<file path="config.mk">
export PLATFORM = sky130hd
export DESIGN_NAME = text_ram_arbiter_flat
export DESIGN_NICKNAME = d
export VERILOG_FILES = /design/src/rtl/text_ram_pkg.sv /design/src/rtl/text_ram_arbiter_if.sv /design/src/rtl/text_ram_rd_tag_pipe.sv /design/src/rtl/text_ram_arbiter.sv /design/src/flat_wrapper.sv
export SDC_FILE = /design/constraint.sdc
export NUM_CORES = 1
export LEC_CHECK = 0
export CAP_MARGIN = 5
export CORE_ASPECT_RATIO = 1.5
export CORE_MARGIN = 4
export CORE_UTILIZATION = 33
export DETAILED_ROUTE_END_ITERATION = 12
export PLACE_DENSITY = 0.79
export SYNTH_ARGS = -nofsm -noshare
export SYNTH_HDL_FRONTEND = slang
export SYNTH_SLANG_ARGS = --single-unit
</file>
<file path="constraint.sdc">
create_clock -name clk -period 1.5 [get_ports clk]
set_input_delay 0.3 -clock clk [delete_from_list [all_inputs] [get_ports clk]]
set_output_delay 0.3 -clock clk [all_outputs]
set_load 0.005 [all_outputs]
</file>
<file path="src/rtl/text_ram_pkg.sv">
// text_ram_pkg: shared widths and types for the text RAM arbiter and its read-tag pipeline.
package text_ram_pkg;

  localparam int unsigned TEXT_ADDR_W = 12;
  localparam int unsigned TEXT_DATA_W = 32;

  // Which client a RAM read result belongs to.
  typedef enum logic [1:0] {
    OWN_NONE = 2'd0,
    OWN_VID  = 2'd1,
    OWN_PAR  = 2'd2
  } owner_t;

  // Starvation guard states.
  typedef enum logic {
    S_NORMAL = 1'b0,
    S_FORCE  = 1'b1
  } arb_state_t;

endpackage

</file>
<file path="src/rtl/text_ram_arbiter_if.sv">
// text_ram_arbiter_if: video and parser request/return buses plus the single text RAM port.
// The slave modport is the arbiter's view; the master modport is the clients' and RAM's view.
interface text_ram_arbiter_if #(
  parameter int unsigned ADDR_W = text_ram_pkg::TEXT_ADDR_W,
  parameter int unsigned DATA_W = text_ram_pkg::TEXT_DATA_W
);
  logic              vid_req;
  logic [ADDR_W-1:0] vid_addr;
  logic              vid_gnt;
  logic              vid_rvalid;
  logic [DATA_W-1:0] vid_rdata;

  logic              par_req;
  logic              par_we;
  logic [ADDR_W-1:0] par_addr;
  logic [DATA_W-1:0] par_wdata;
  logic              par_gnt;
  logic              par_rvalid;
  logic [DATA_W-1:0] par_rdata;

  logic              ram_en;
  logic              ram_we;
  logic [ADDR_W-1:0] ram_addr;
  logic [DATA_W-1:0] ram_wdata;
  logic [DATA_W-1:0] ram_rdata;

  modport slave (
    input  vid_req, vid_addr, par_req, par_we, par_addr, par_wdata, ram_rdata,
    output vid_gnt, vid_rvalid, vid_rdata, par_gnt, par_rvalid, par_rdata,
    output ram_en, ram_we, ram_addr, ram_wdata
  );

  modport master (
    output vid_req, vid_addr, par_req, par_we, par_addr, par_wdata, ram_rdata,
    input  vid_gnt, vid_rvalid, vid_rdata, par_gnt, par_rvalid, par_rdata,
    input  ram_en, ram_we, ram_addr, ram_wdata
  );

endinterface

</file>
<file path="src/rtl/text_ram_rd_tag_pipe.sv">
// text_ram_rd_tag_pipe: RD_LAT-deep shift register of read owner tags, aligned with the RAM
// read latency so the tail tag names the owner of the data currently on ram_rdata.
module text_ram_rd_tag_pipe
  import text_ram_pkg::*;
#(
  parameter int unsigned RD_LAT = 1
) (
  input  logic   clk,
  input  logic   rst,
  input  owner_t push_tag,
  output owner_t tail_tag
);

  owner_t stage_q [RD_LAT];

  // Shift tags one stage per cycle; reset drops every outstanding read.
  always_ff @(posedge clk) begin
    if (rst) begin
      for (int unsigned i = 0; i < RD_LAT; i++) begin
        stage_q[i] <= OWN_NONE;
      end
    end else begin
      stage_q[0] <= push_tag;
      for (int unsigned i = 1; i < RD_LAT; i++) begin
        stage_q[i] <= stage_q[i-1];
      end
    end
  end

  assign tail_tag = stage_q[RD_LAT-1];

endmodule

</file>
<file path="src/rtl/text_ram_arbiter.sv">
// text_ram_arbiter: shares the single-port text RAM between video fetch (fixed priority)
// and the VT100 parser datapath, routing each read result back to its issuer.
// Optional starvation guard compiled in with `define TEXT_RAM_ARB_STARVE_GUARD_EN.
module text_ram_arbiter
  import text_ram_pkg::*;
#(
  parameter int unsigned ADDR_W   = TEXT_ADDR_W,
  parameter int unsigned DATA_W   = TEXT_DATA_W,
  parameter int unsigned RD_LAT   = 1,
  parameter int unsigned MAX_WAIT = 4
) (
  input logic               clk,
  input logic               rst,
  text_ram_arbiter_if.slave bus
);

  logic              vid_gnt;
  logic              par_gnt;
  logic              guard_fire;
  logic [ADDR_W-1:0] addr_q, addr_d;
  logic [DATA_W-1:0] wdata_q, wdata_d;
  owner_t            push_tag;
  owner_t            tail_tag;

`ifdef TEXT_RAM_ARB_STARVE_GUARD_EN
  localparam logic [3:0] WaitLimit = 4'(MAX_WAIT);

  arb_state_t state_q, state_d;
  logic [3:0] wait_cnt_q, wait_cnt_d;

  assign guard_fire = (state_q == S_FORCE);

  // Count denied parser cycles and arm a forced parser slot once the limit is hit.
  always_comb begin
    state_d    = state_q;
    wait_cnt_d = wait_cnt_q;
    unique case (state_q)
      S_NORMAL: begin
        if (par_gnt) begin
          wait_cnt_d = 4'd0;
        end else if (bus.par_req) begin
          wait_cnt_d = wait_cnt_q + 4'd1;
        end
        if (wait_cnt_d == WaitLimit) begin
          state_d = S_FORCE;
        end
      end
      S_FORCE: begin
        // Either the forced grant was taken or the parser withdrew; both restart the count.
        state_d    = S_NORMAL;
        wait_cnt_d = 4'd0;
      end
      default: begin
        state_d    = S_NORMAL;
        wait_cnt_d = 4'd0;
      end
    endcase
  end

  // Guard state register.
  always_ff @(posedge clk) begin
    if (rst) begin
      state_q    <= S_NORMAL;
      wait_cnt_q <= 4'd0;
    end else begin
      state_q    <= state_d;
      wait_cnt_q <= wait_cnt_d;
    end
  end
`else
  // Strict video priority: the parser only gets slots video leaves idle.
  assign guard_fire = 1'b0;
`endif

  // Fixed-priority grant: forced parser slot, then video, then parser.
  always_comb begin
    vid_gnt = 1'b0;
    par_gnt = 1'b0;
    if (!rst) begin
      if (guard_fire && bus.par_req) begin
        par_gnt = 1'b1;
      end else if (bus.vid_req) begin
        vid_gnt = 1'b1;
      end else if (bus.par_req) begin
        par_gnt = 1'b1;
      end
    end
  end

  // RAM command mux; address and write data hold their last value while idle.
  always_comb begin
    addr_d  = addr_q;
    wdata_d = wdata_q;
    if (vid_gnt) begin
      addr_d = bus.vid_addr;
    end else if (par_gnt) begin
      addr_d  = bus.par_addr;
      wdata_d = bus.par_wdata;
    end
  end

  // Hold register for the RAM address/data bus.
  always_ff @(posedge clk) begin
    if (rst) begin
      addr_q  <= '0;
      wdata_q <= '0;
    end else begin
      addr_q  <= addr_d;
      wdata_q <= wdata_d;
    end
  end

  // Tag every cycle: granted reads name their owner, writes and idle cycles are OWN_NONE.
  always_comb begin
    push_tag = OWN_NONE;
    if (vid_gnt) begin
      push_tag = OWN_VID;
    end else if (par_gnt && !bus.par_we) begin
      push_tag = OWN_PAR;
    end
  end

  text_ram_rd_tag_pipe #(
    .RD_LAT(RD_LAT)
  ) u_tag_pipe (
    .clk      (clk),
    .rst      (rst),
    .push_tag (push_tag),
    .tail_tag (tail_tag)
  );

  assign bus.vid_gnt    = vid_gnt;
  assign bus.par_gnt    = par_gnt;
  assign bus.ram_en     = vid_gnt | par_gnt;
  assign bus.ram_we     = par_gnt & bus.par_we;
  assign bus.ram_addr   = addr_d;
  assign bus.ram_wdata  = wdata_d;
  assign bus.vid_rvalid = (tail_tag == OWN_VID);
  assign bus.par_rvalid = (tail_tag == OWN_PAR);
  assign bus.vid_rdata  = bus.ram_rdata;
  assign bus.par_rdata  = bus.ram_rdata;

endmodule

</file>
<file path="src/flat_wrapper.sv">
// flat-port wrapper written by rule: the top's interface ports become plain ports
module text_ram_arbiter_flat import text_ram_pkg::*;
#(
  parameter int unsigned ADDR_W   = TEXT_ADDR_W,
  parameter int unsigned DATA_W   = TEXT_DATA_W,
  parameter int unsigned RD_LAT   = 1,
  parameter int unsigned MAX_WAIT = 4
)
  (clk, rst, bus_vid_req, bus_vid_addr, bus_par_req, bus_par_we, bus_par_addr, bus_par_wdata, bus_ram_rdata, bus_vid_gnt, bus_vid_rvalid, bus_vid_rdata, bus_par_gnt, bus_par_rvalid, bus_par_rdata, bus_ram_en, bus_ram_we, bus_ram_addr, bus_ram_wdata);
  text_ram_arbiter_if #(.ADDR_W(ADDR_W), .DATA_W(DATA_W)) bus_i ();
  input logic clk;
  input logic rst;
  input wire logic [$bits(bus_i.vid_req)-1:0] bus_vid_req;
  input wire logic [$bits(bus_i.vid_addr)-1:0] bus_vid_addr;
  input wire logic [$bits(bus_i.par_req)-1:0] bus_par_req;
  input wire logic [$bits(bus_i.par_we)-1:0] bus_par_we;
  input wire logic [$bits(bus_i.par_addr)-1:0] bus_par_addr;
  input wire logic [$bits(bus_i.par_wdata)-1:0] bus_par_wdata;
  input wire logic [$bits(bus_i.ram_rdata)-1:0] bus_ram_rdata;
  output wire logic [$bits(bus_i.vid_gnt)-1:0] bus_vid_gnt;
  output wire logic [$bits(bus_i.vid_rvalid)-1:0] bus_vid_rvalid;
  output wire logic [$bits(bus_i.vid_rdata)-1:0] bus_vid_rdata;
  output wire logic [$bits(bus_i.par_gnt)-1:0] bus_par_gnt;
  output wire logic [$bits(bus_i.par_rvalid)-1:0] bus_par_rvalid;
  output wire logic [$bits(bus_i.par_rdata)-1:0] bus_par_rdata;
  output wire logic [$bits(bus_i.ram_en)-1:0] bus_ram_en;
  output wire logic [$bits(bus_i.ram_we)-1:0] bus_ram_we;
  output wire logic [$bits(bus_i.ram_addr)-1:0] bus_ram_addr;
  output wire logic [$bits(bus_i.ram_wdata)-1:0] bus_ram_wdata;
  assign bus_i.vid_req = bus_vid_req;
  assign bus_i.vid_addr = bus_vid_addr;
  assign bus_i.par_req = bus_par_req;
  assign bus_i.par_we = bus_par_we;
  assign bus_i.par_addr = bus_par_addr;
  assign bus_i.par_wdata = bus_par_wdata;
  assign bus_i.ram_rdata = bus_ram_rdata;
  assign bus_vid_gnt = bus_i.vid_gnt;
  assign bus_vid_rvalid = bus_i.vid_rvalid;
  assign bus_vid_rdata = bus_i.vid_rdata;
  assign bus_par_gnt = bus_i.par_gnt;
  assign bus_par_rvalid = bus_i.par_rvalid;
  assign bus_par_rdata = bus_i.par_rdata;
  assign bus_ram_en = bus_i.ram_en;
  assign bus_ram_we = bus_i.ram_we;
  assign bus_ram_addr = bus_i.ram_addr;
  assign bus_ram_wdata = bus_i.ram_wdata;
  text_ram_arbiter #(.ADDR_W(ADDR_W), .DATA_W(DATA_W), .RD_LAT(RD_LAT), .MAX_WAIT(MAX_WAIT)) u_core (.clk(clk), .rst(rst), .bus(bus_i));
endmodule
</file>
# Word level (Yosys, flattened, before mapping)
# Memory sizes are Yosys's and may differ from the RTL's.
# Cells that the tools add are included.
[classes]
eq_ne = 2
bitwise = 2
muxes = 16
n_reduce_logical = 3
[ops]
columns = ["cell", "n"]
rows = [
  ["$mux 32", 2],
  ["$mux 12", 2],
  ["$mux 1", 9],
  ["$mux 2", 3],
  ["$eq 2x1->1 const B", 1],
  ["$eq 2x2->1 const B", 1],
  ["$reduce_or 2->1", 1],
  ["$and 1x1->1", 1],
  ["$logic_and 1x1->1", 1],
  ["$logic_not 1->1", 1],
  ["$or 1x1->1", 1],
]
[totals]
wordCells = 26
output_inout_bits = 114
n_memories = 1
mem_bits_rw = 2
inputBits = 93
reg_bits = 44
[mem_list]
columns = ["memory", "depth", "word_bits", "rd", "rd_clocked_by_memory_dff", "wr", "line_no", "text"]
rows = [
  ["u_core.u_tag_pipe.stage_q", 1, 2, 1, 0, 1, "text_ram_rd_tag_pipe.sv:14", "owner_t stage_q [RD_LAT];"],
]

# Logic depth before layout (Yosys ltp)
# Gate-level depths: netlist (run 1).
[depth]
depth_word = 7
mapped_depth = 5
mapped_depth_nobuf = 3

# Cells and area by module
# Synthesis (run 1) repeated with hierarchy kept, for this count alone.
[unflattened]
hier_cells = 359
hier_area_um2 = 2960.3
[by_module_without_submodules]
columns = ["mod", "area_per_inst_um2", "cells_each", "instances"]
rows = [
  ["text_ram_arbiter", 2907.8, 355, 1],
  ["text_ram_rd_tag_pipe", 52.6, 4, 1],
]

# Least setup slack after synthesis (run 1)
# Ideal clock, no wire load.
[synth_path]
path_kind = "input to output"
from = "input bus_vid_req"
to = "output bus_ram_wdata[10]"
arrival_ps = 1199
stages = 5
path_buffers = 2
required_time_ps = 1200
path_slack_ps = 1
cell_sequence = "nand2b_1 -> buf_6 -> nor2_8 -> buf_12 -> mux2_4"
[synth_via]
elab_chain_cells = 4
word_cells_on_any_way = 6
classes_between = "mux: 6"
[synth_rtl]
columns = ["item", "line_no", "text"]
rows = [
  ["from (decl)", "flat_wrapper.sv:13", "input wire logic [$bits(bus_i.vid_req)-1:0] bus_vid_req;"],
  ["$mux 1", "text_ram_arbiter.sv:82", "end else if (bus.vid_req) begin"],
  ["$mux 1", "text_ram_arbiter.sv:79", "if (!rst) begin"],
  ["$mux 32", "text_ram_arbiter.sv:96", "end else if (par_gnt) begin"],
  ["$mux 32 *", "text_ram_arbiter.sv:94", "if (vid_gnt) begin"],
  ["to (decl)", "flat_wrapper.sv:29", "output wire logic [$bits(bus_i.ram_wdata)-1:0] bus_ram_wdata;"],
]
# Every way passes the cells marked *; elsewhere a longest branch is shown, timed or not.

# Final worst setup path (run 1)
[layout_path]
from = "input bus_vid_req"
to = "output bus_ram_wdata[20]"
# Same word-level chain as after synthesis.

==> summary.txt, run 1 <==
Route
  – DR vias: 2677
  – Vias per inst: 5.032
  – DRT iter0 DRCs: 80
  – DR DRC count: 0
  – Total wire length: 9023 um
  – Post-route ant nets: 0
  – DRT Pass-1 Iters: 6
  – Avg WL per Cell: 16.96 um

Floorplanning
  – Row cnt: 42
  – Core area: 8881 um^2
  – IO Count: 207
  – Initial Util: 34.14%
  – Height of the die: 125.4 um
  – Die outline width: 86.26 um
  – DIE AREA: 10820 um^2

Setup path
  – Worst Setup SP: bus_vid_req
  – Stages on worst setup path: 8
  – RR Startpoint: u_core.addr_q[11]
  – Peak per-stage delay on the critical path: 290 ps
  – Reg2Reg Setup Slack: 600 ps
  – R2R depth: 3
  – Worst EP arrival: 1460 ps
  – Critical-path cell list: buf_6 > nand2b_4 > nor2_8 > buf_6 > buf_16 > buf_8 > mux2_4 > buf_6
  – Worst flop-to-flop path endpoint: u_core.addr_q[11]
  – Crit-path slowest cell: mux2_4
  – Critical Path Start Type: input port
  – CP Class: input port to primary output
  – Req. time, crit path: 1200 ps
  – Crit path to: bus_ram_wdata[20]
  – Worst Setup End Kind: primary output
  – CP delay by family, top: buffers and inverters
  – Crit path top cell by count: buf_6
  – Crit-path max FO: 5
  – Buf/Inv on CP: 5

Logic synthesis
  – Syn Area/Cell: 8.737 um^2
  – Gate Count Post-Synth: 347
  – Top_reg_cell synth: dfxtp_1
  – Yosys top cell area share: 30.38%
  – Async SR Flop Fraction: 0%
  – Synthesized Nets: 440
  – Synth area leaders: dfxtp_1 30%, buf_4 16%, mux2_4 14%, nand2_1 7.9%, a211oi_1 5.9%
  – Cell Area, Synth: 3032 um^2
  – Number of synthesized flops with an enable pin: 0
  – Sequential area share after synthesis: 30.38%
  – Leading area contributor after synthesis: dfxtp_1
  – YS warnings: 0
  – Most frequent cell after synthesis: buf_4
  – Distinct cells, synth: 21
  – Number of synthesized register bits: 46
  – List of most frequent post-synthesis cells: 65 x buf_4, 64 x nand2_1, 46 x dfxtp_1

Status
  – Status: complete, but fails checks
  – Failing checks: negative setup slack

CTS
  – Clock tree buffer depth: 2
  – CTS buffer count: 5
  – Clk sink count: 46
  – Root Buffer: clkbuf_16
  – Clk_lat worst skew: 270 ps
  – Clock-pin slew of the registers on the worst-case setup and hold paths: 60 ps
  – CTS tree: yes
  – H-tree Lvls: 2
  – Cts hold-fix bufs: 0

Pwr
  – P_leak: 1.905 nW
  – Pwr Total: 3.289 mW
  – Peak supply drop: 0.5120 mV
  – PD cells: 749.5 nW/um^2

Placement
  – Post-DP HPWL: 5976 um
  – Pre-CTS WS: -926.8 ps
  – Port buffer count: 110
  – GPL Wtd Cong: 0.7540

GRT
  – Global-route wire length before repair: 14170 um
  – Antenna violations before repair: 0
  – Largest net degree at the start of global routing: 32
  – GRT Overall Usage: 16.26%
  – Gr ovfl total: 0
  – Vias in the first global route: 2925

STA
  – Final Slew Violations: 0
  – Final TNS setup: -6598 ps
  – RSZ-0062 raised after global routing: yes
  – Endpoints failing setup: 45
  – Fin worst setup slack: -257.3 ps
  – Fmax achieved: 569.0 MHz
  – Hold Slack: 455.5 ps
  – Period utilization: 117.2%
  – Hold Vio Cnt, Final: 0
  – Skew final: 0 ps
  – Min Tclk post-route: 1757 ps
  – Rel. slew slack: 77.69%
  – Worst slew pin tran: 334.6 ps

Job
  – Maxcap violations: 0

Cells and area
  – Layout cells sized above 1: 34.36%
  – Layout area overhead: 44.74%
  – Antenna cells: 0
  – # nets final: 515
  – Util after Layout: 49.41%

Hold path
  – Hold crit path type: flip-flop to flip-flop
-- through the flow --
step / std cells / area, um^2
floorplan: 347 / 3032
global placement: 498 / 3787
detailed placement: 498 / 3787
CTS: 531 / 4385
global route: 532 / 4388
finish: 532 / 4388
-- kinds of logic (layout without fill, tap and decap cells) --
family          count (synthesis)  in the layout  synth area share [%]
compound gates                 80             80                 18.16
flops                          46             46                 30.38
mux                            32             32                 15.35
buf+inv                       102            177                 23.03
simple gates                   87             87                 13.08
-- flip-flops by register name, summed over array words and instances (netlist names) --
name and count:
u_core.wdata_q 32, u_core.addr_q 12, u_core.u_tag_pipe.stage_q 2
-- worst min-delay path, cell delays in order (launching register included) --
cell	delay, ps
dfxtp_1	310
nand2_1	50
a21oi_1	50
-- what timing repair did --
| action | 4_1_cts | 5_1_grt |
|---|---|---|
| gates cloned | 7 | 1 |
| pin swaps | 11 | 3 |
| hold endpoints to repair | 0 | 0 |
| endpoints found under the setup margin | 82 | 48 |
| gates resized for setup | 249 | 19 |
| setup buffers | 19 | 2 |
-- cells in the final DEF, fill, tap and decap left out, drive strengths merged --
cell type,synthesis,final
clkdlybuf4s50,0,56
bufbuf,0,2
inv,12,12
a2bb2oi,12,12
dlymetal6s2s,0,1
mux2,32,32
a211oi,24,24
dlygate4sd2,0,6
clkinv,0,2
buf,81,86
nor3,1,1
and2b,4,4
and2,1,1
nor2,3,3
dfxtp,46,46
nand2b,1,1
nand2,64,64
clkbuf,9,12
a21oi,32,32
o22a,12,12
nor2b,13,13
-- report_power, final --
group          leakage [nW]  total, mW  switching [mW]  internal [mW]
clock                0.0694       1.02           0.419          0.601
combinational          1.46      0.945           0.349          0.596
sequential            0.378       1.32          0.0357           1.29
-- metal layers --
layer | vias to the layer above | GRT usage (%) | routed length, um
met3 | 60 | 2.633 | 565
li1 | 1261 | - | -
met2 | 99 | 30.85 | 4957
met4 | 0 | 10.46 | 483
met5 | - | 0 | 0
met1 | 1257 | 15.58 | 3016
-- layout make-up --
cell class / instances / area, um^2
fill: 822 / 4493
timing repair buffer: 158 / 1670
multi-input combinational: 199 / 1479
sequential: 46 / 920.9
tap: 110 / 137.6
clock buffer: 5 / 125.1
inverter: 12 / 45.04
clock inverter: 2 / 10.01
-- worst min path at each step --
stage | start | to | depth (start not counted) | slack (ps)
after global routing | u_core.wdata_q[20] | u_core.wdata_q[20] | 2 | 480
after CTS | u_core.wdata_q[20] | u_core.wdata_q[20] | 2 | 460
final | u_core.wdata_q[20] | u_core.wdata_q[20] | 2 | 460
after global placement | u_core.wdata_q[8] | u_core.wdata_q[8] | 2 | 440
after detailed placement | u_core.wdata_q[20] | u_core.wdata_q[20] | 2 | 450
after floorplan | bus_par_we | u_core.u_tag_pipe.stage_q[0][1] | 1 | 380
Power figures use the tool's default switching activity.
==> run 2: changes to the inputs <==
--- a/config.mk
+++ b/config.mk
@@ -10,6 +10,7 @@
 export CORE_MARGIN = 4
 export CORE_UTILIZATION = 33
 export DETAILED_ROUTE_END_ITERATION = 12
+export HOLD_SLACK_MARGIN = 0.1
 export PLACE_DENSITY = 0.79
 export SYNTH_ARGS = -nofsm -noshare
 export SYNTH_HDL_FRONTEND = slang
==> results of run 2 <==
Final layout, timing and power as in run 1 (identical DEF).
==> run 3: changes to the inputs <==
--- a/config.mk
+++ b/config.mk
@@ -8,10 +8,10 @@
 export CAP_MARGIN = 5
 export CORE_ASPECT_RATIO = 1.5
 export CORE_MARGIN = 4
-export CORE_UTILIZATION = 33
+export CORE_UTILIZATION = 39
 export DETAILED_ROUTE_END_ITERATION = 12
 export HOLD_SLACK_MARGIN = 0.1
-export PLACE_DENSITY = 0.79
+export PLACE_DENSITY = 0.87
 export SYNTH_ARGS = -nofsm -noshare
 export SYNTH_HDL_FRONTEND = slang
 export SYNTH_SLANG_ARGS = --single-unit
==> constraint.sdc (replaced) <==
create_clock -name clk -period 2.1 [get_ports clk]
set_input_delay 0.42 -clock clk [delete_from_list [all_inputs] [get_ports clk]]
set_output_delay 0.42 -clock clk [all_outputs]
set_load 0.005 [all_outputs]
==> run 3 against run 2 <==
  * The run now ends clean
  * First-iteration DRC count increased by 45%
  * Combinational power decreased by 38%
  * Via count decreased by 2.8%
  * Cell area decreased by 5.3%
  * Global-route usage increased by 1.2 points
  * Clock skew unchanged
  * Critical path depth decreased by 2
  * Non-clock buffer count increased by 2
  * Sequential cell count unchanged
  * Sequential share of layout area increased by 1.2 points
  * Total power decreased by 27%
  * Count of clock-buffer cells in the layout increased by 1
==> summary.txt, run 3 (synthesized netlist as in run 1, its figures left out) <==
Status
  – Status: complete, no violations (was complete, but fails checks)

Setup path
  – Crit-path max FO: 6 (was 5)
  – CP Class: input port to primary output (unchanged)
  – Buf/Inv on CP: 3 (was 5)
  – Worst Setup End Kind: primary output (unchanged)
  – Crit-path slowest cell: mux2_4 (unchanged)
  – Reg2Reg Setup Slack: 1200 ps (was 600 ps)
  – Worst Setup SP: bus_vid_req (unchanged)
  – RR Startpoint: u_core.addr_q[0] (was u_core.addr_q[11])
  – Worst EP arrival: 1620 ps (was 1460 ps)
  – Req. time, crit path: 1680 ps (was 1200 ps)
  – Critical-path cell list: buf_2 > nand2b_4 > nor2_8 > buf_6 > mux2_4 > dlygate4sd2_1 (was buf_6 > nand2b_4 > nor2_8 > buf_6 > buf_16 > buf_8 > mux2_4 > buf_6)
  – CP delay by family, top: buffers and inverters (unchanged)
  – Peak per-stage delay on the critical path: 290 ps (about the same)
  – Critical Path Start Type: input port (unchanged)

Floorplanning
  – DIE AREA: 9277 um^2 (was 10820 um^2)
  – Initial Util: 39.83% (was 34.14%)
  – Height of the die: 116.0 um (was 125.4 um)
  – Core area: 7612 um^2 (was 8881 um^2)
  – IO Count: 207 (unchanged)
  – Row cnt: 39 (was 42)
  – Die outline width: 79.99 um (was 86.26 um)

Route
  – Post-route ant nets: 0 (unchanged)
  – DRT iter0 DRCs: 116 (was 80)
  – Vias per inst: 4.935 (was 5.032)
  – DR DRC count: 0 (unchanged)
  – Total wire length: 8151 um (was 9023 um)
  – Avg WL per Cell: 15.47 um (was 16.96 um)
  – DR vias: 2601 (was 2677)
  – DRT Pass-1 Iters: 4 (was 6)

Pwr
  – PD cells: 581.3 nW/um^2 (was 749.5 nW/um^2)
  – P_leak: 1.834 nW (was 1.905 nW)
  – Clk pwr share: 36.5% (was 31.0%)
  – Pwr Total: 2.415 mW (was 3.289 mW)
  – Part of the power in registers: 39.0% (was 40.2%)
  – Comb power frac: 24.4% (was 28.7%)
  – Sw frac: 23.54% (was 24.44%)
  – Cell-internal power: 1.846 mW (was 2.485 mW)
  – Switch Pwr: 568.4 uW (was 803.7 uW)
  – Peak supply drop: 0.3503 mV (was 0.5120 mV)

CTS
  – CTS tree: yes (unchanged)
  – Clk_lat worst skew: 280 ps (was 270 ps)
  – Clock tree buffer depth: 2 (unchanged)
  – Cts hold-fix bufs: 0 (unchanged)
  – Clock-pin slew of the registers on the worst-case setup and hold paths: 60 ps (about the same)
  – H-tree Lvls: 2 (unchanged)
  – Clk sink count: 46 (unchanged)
  – CTS buffer count: 5 (unchanged)
  – Root Buffer: clkbuf_16 (unchanged)

Placement
  – Post-DP HPWL: 5902 um (was 5976 um)
  – Placed Cells: 494 (was 498)
  – GPL Wtd Cong: 0.7357 (was 0.7540)
  – Port buffer count: 110 (unchanged)

GRT
  – Vias in the first global route: 2751 (was 2925)
  – Largest net degree at the start of global routing: 43 (was 32)
  – Global-route wire length before repair: 12880 um (was 14170 um)
  – Antenna violations before repair: 0 (unchanged)
  – Gr ovfl total: 0 (unchanged)
  – GRT Overall Usage: 17.42% (was 16.26%)

Cells and area
  – Filler Cells Inserted: 723 (was 822)
  – Commonest cells after routing, fill and taps aside: 64 x nand2_1, 61 x clkdlybuf4s50_1, 46 x dfxtp_1, 36 x buf_4, 32 x a21oi_1 (was 64 x nand2_1, 56 x clkdlybuf4s50_1, 46 x dfxtp_1, 45 x buf_6, 32 x a21oi_1)
  – Leading cell type in the layout, fill and taps excluded: nand2_1 (unchanged)
  – Max FFs per register: 32 (unchanged)
  – Util after Layout: 54.57% (was 49.41%)
  – Top flop regs: u_core.wdata_q x32, u_core.addr_q x12, u_core.u_tag_pipe.stage_q x2 (unchanged)
  – Layout cells sized above 1: 28.71% (was 34.36%)
  – Layout area overhead: 37.02% (was 44.74%)
  – Fin cells: 527 (was 532)
  – Top reg by flops: u_core.wdata_q (unchanged)
  – # nets final: 517 (was 515)
  – Antenna cells: 0 (unchanged)

Hold path
  – Hold_sp: u_core.wdata_q[24] (was u_core.wdata_q[20])
  – Hold crit path type: flip-flop to flip-flop (unchanged)

STA
  – Min Tclk post-route: 2039 ps
  – Worst slew pin tran: 443.1 ps (was 334.6 ps)
  – Hold Vio Cnt, Final: 0 (unchanged)
  – Final Slew Violations: 0 (unchanged)
  – Hold Slack: 455.8 ps (was 455.5 ps)
  – Rel. slew slack: 70.46% (was 77.69%)
  – Fmax achieved: 490.5 MHz
  – Final TNS setup: 0 ps (was -6598 ps)
  – Period utilization: 97.08%
  – RSZ-0062 raised after global routing: no (was yes)
  – Endpoints failing setup: 0 (was 45)
  – Skew final: 0 ps (unchanged)

Job
  – Maxcap violations: 0 (unchanged)
## run 3: cell count changes in the layout (fill, tap and decap cells not counted), moves of 3 or more
cell,previous run,this run
buf_6,45,7
buf_2,7,27
buf_4,24,36
dlygate4sd2_1,6,16
clkbuf_2,6,0
clkdlybuf4s15_1,0,5
clkdlybuf4s50_1,56,61
buf_8,4,1
## run 3: power by group through the flow
stage                     clock (mW)  sequential (mW)  combinational (mW)
after floorplan                    0            0.954               0.368
after global placement             0            0.958               0.574
after detailed placement           0            0.961               0.589
after CTS                      0.911            0.942               0.592
after global routing           0.950            0.947               0.640
final                          0.882            0.942               0.590
## run 3: worst paths after layout
kind,end,cells after the start
worst max-delay path,bus_ram_wdata[29],6
worst min-delay path,u_core.wdata_q[24],2
worst max register to register,u_core.addr_q[0],3
worst min register to register,u_core.wdata_q[24],2
## run 3: metal layers
metal	track usage [%]	routed length [um]	vias up
met4	10.82	423	0
met5	0	0	-
li1	-	-	1262
met2	32.74	4252	88
met3	3.033	522	50
met1	17.32	2952	1201
## run 3: cell type report
class	count	area, um^2	area share [%]
timing repair buffer	160	1455	35.03
inverter	12	45.04	1.084
clock inverter	2	37.54	0.9036
multi-input combinational	199	1439	34.64
tap	102	127.6	3.072
clock buffer	6	128.9	3.102
sequential	46	920.9	22.17
## run 3: tightest hold or removal path: cells and delay by family (launching register included)
| kind | cells | cell delay [ps] |
|---|---|---|
| AO/OA/AOI/OAI | 1 | 50 |
| flip-flops | 1 | 310 |
| AND/OR/NAND/NOR | 1 | 50 |
## run 3: through the flow
step                cell area (um^2)  setup slack (ps)
floorplan                       3032             361.5
global placement                3820            -550.6
detailed placement              3820            -573.8
CTS                             4145             1.500
global route                    4154             2.789
finish                          4154             61.29
## run 3: timing repair
| item | 4_1_cts | 5_1_grt |
|---|---|---|
| endpoints found under the setup margin | 48 | 23 |
| buffers inserted | 22 | 1 |
| resized for setup | 151 | 1 |
| cloned | 2 | 0 |
| pin swaps | 3 | 1 |
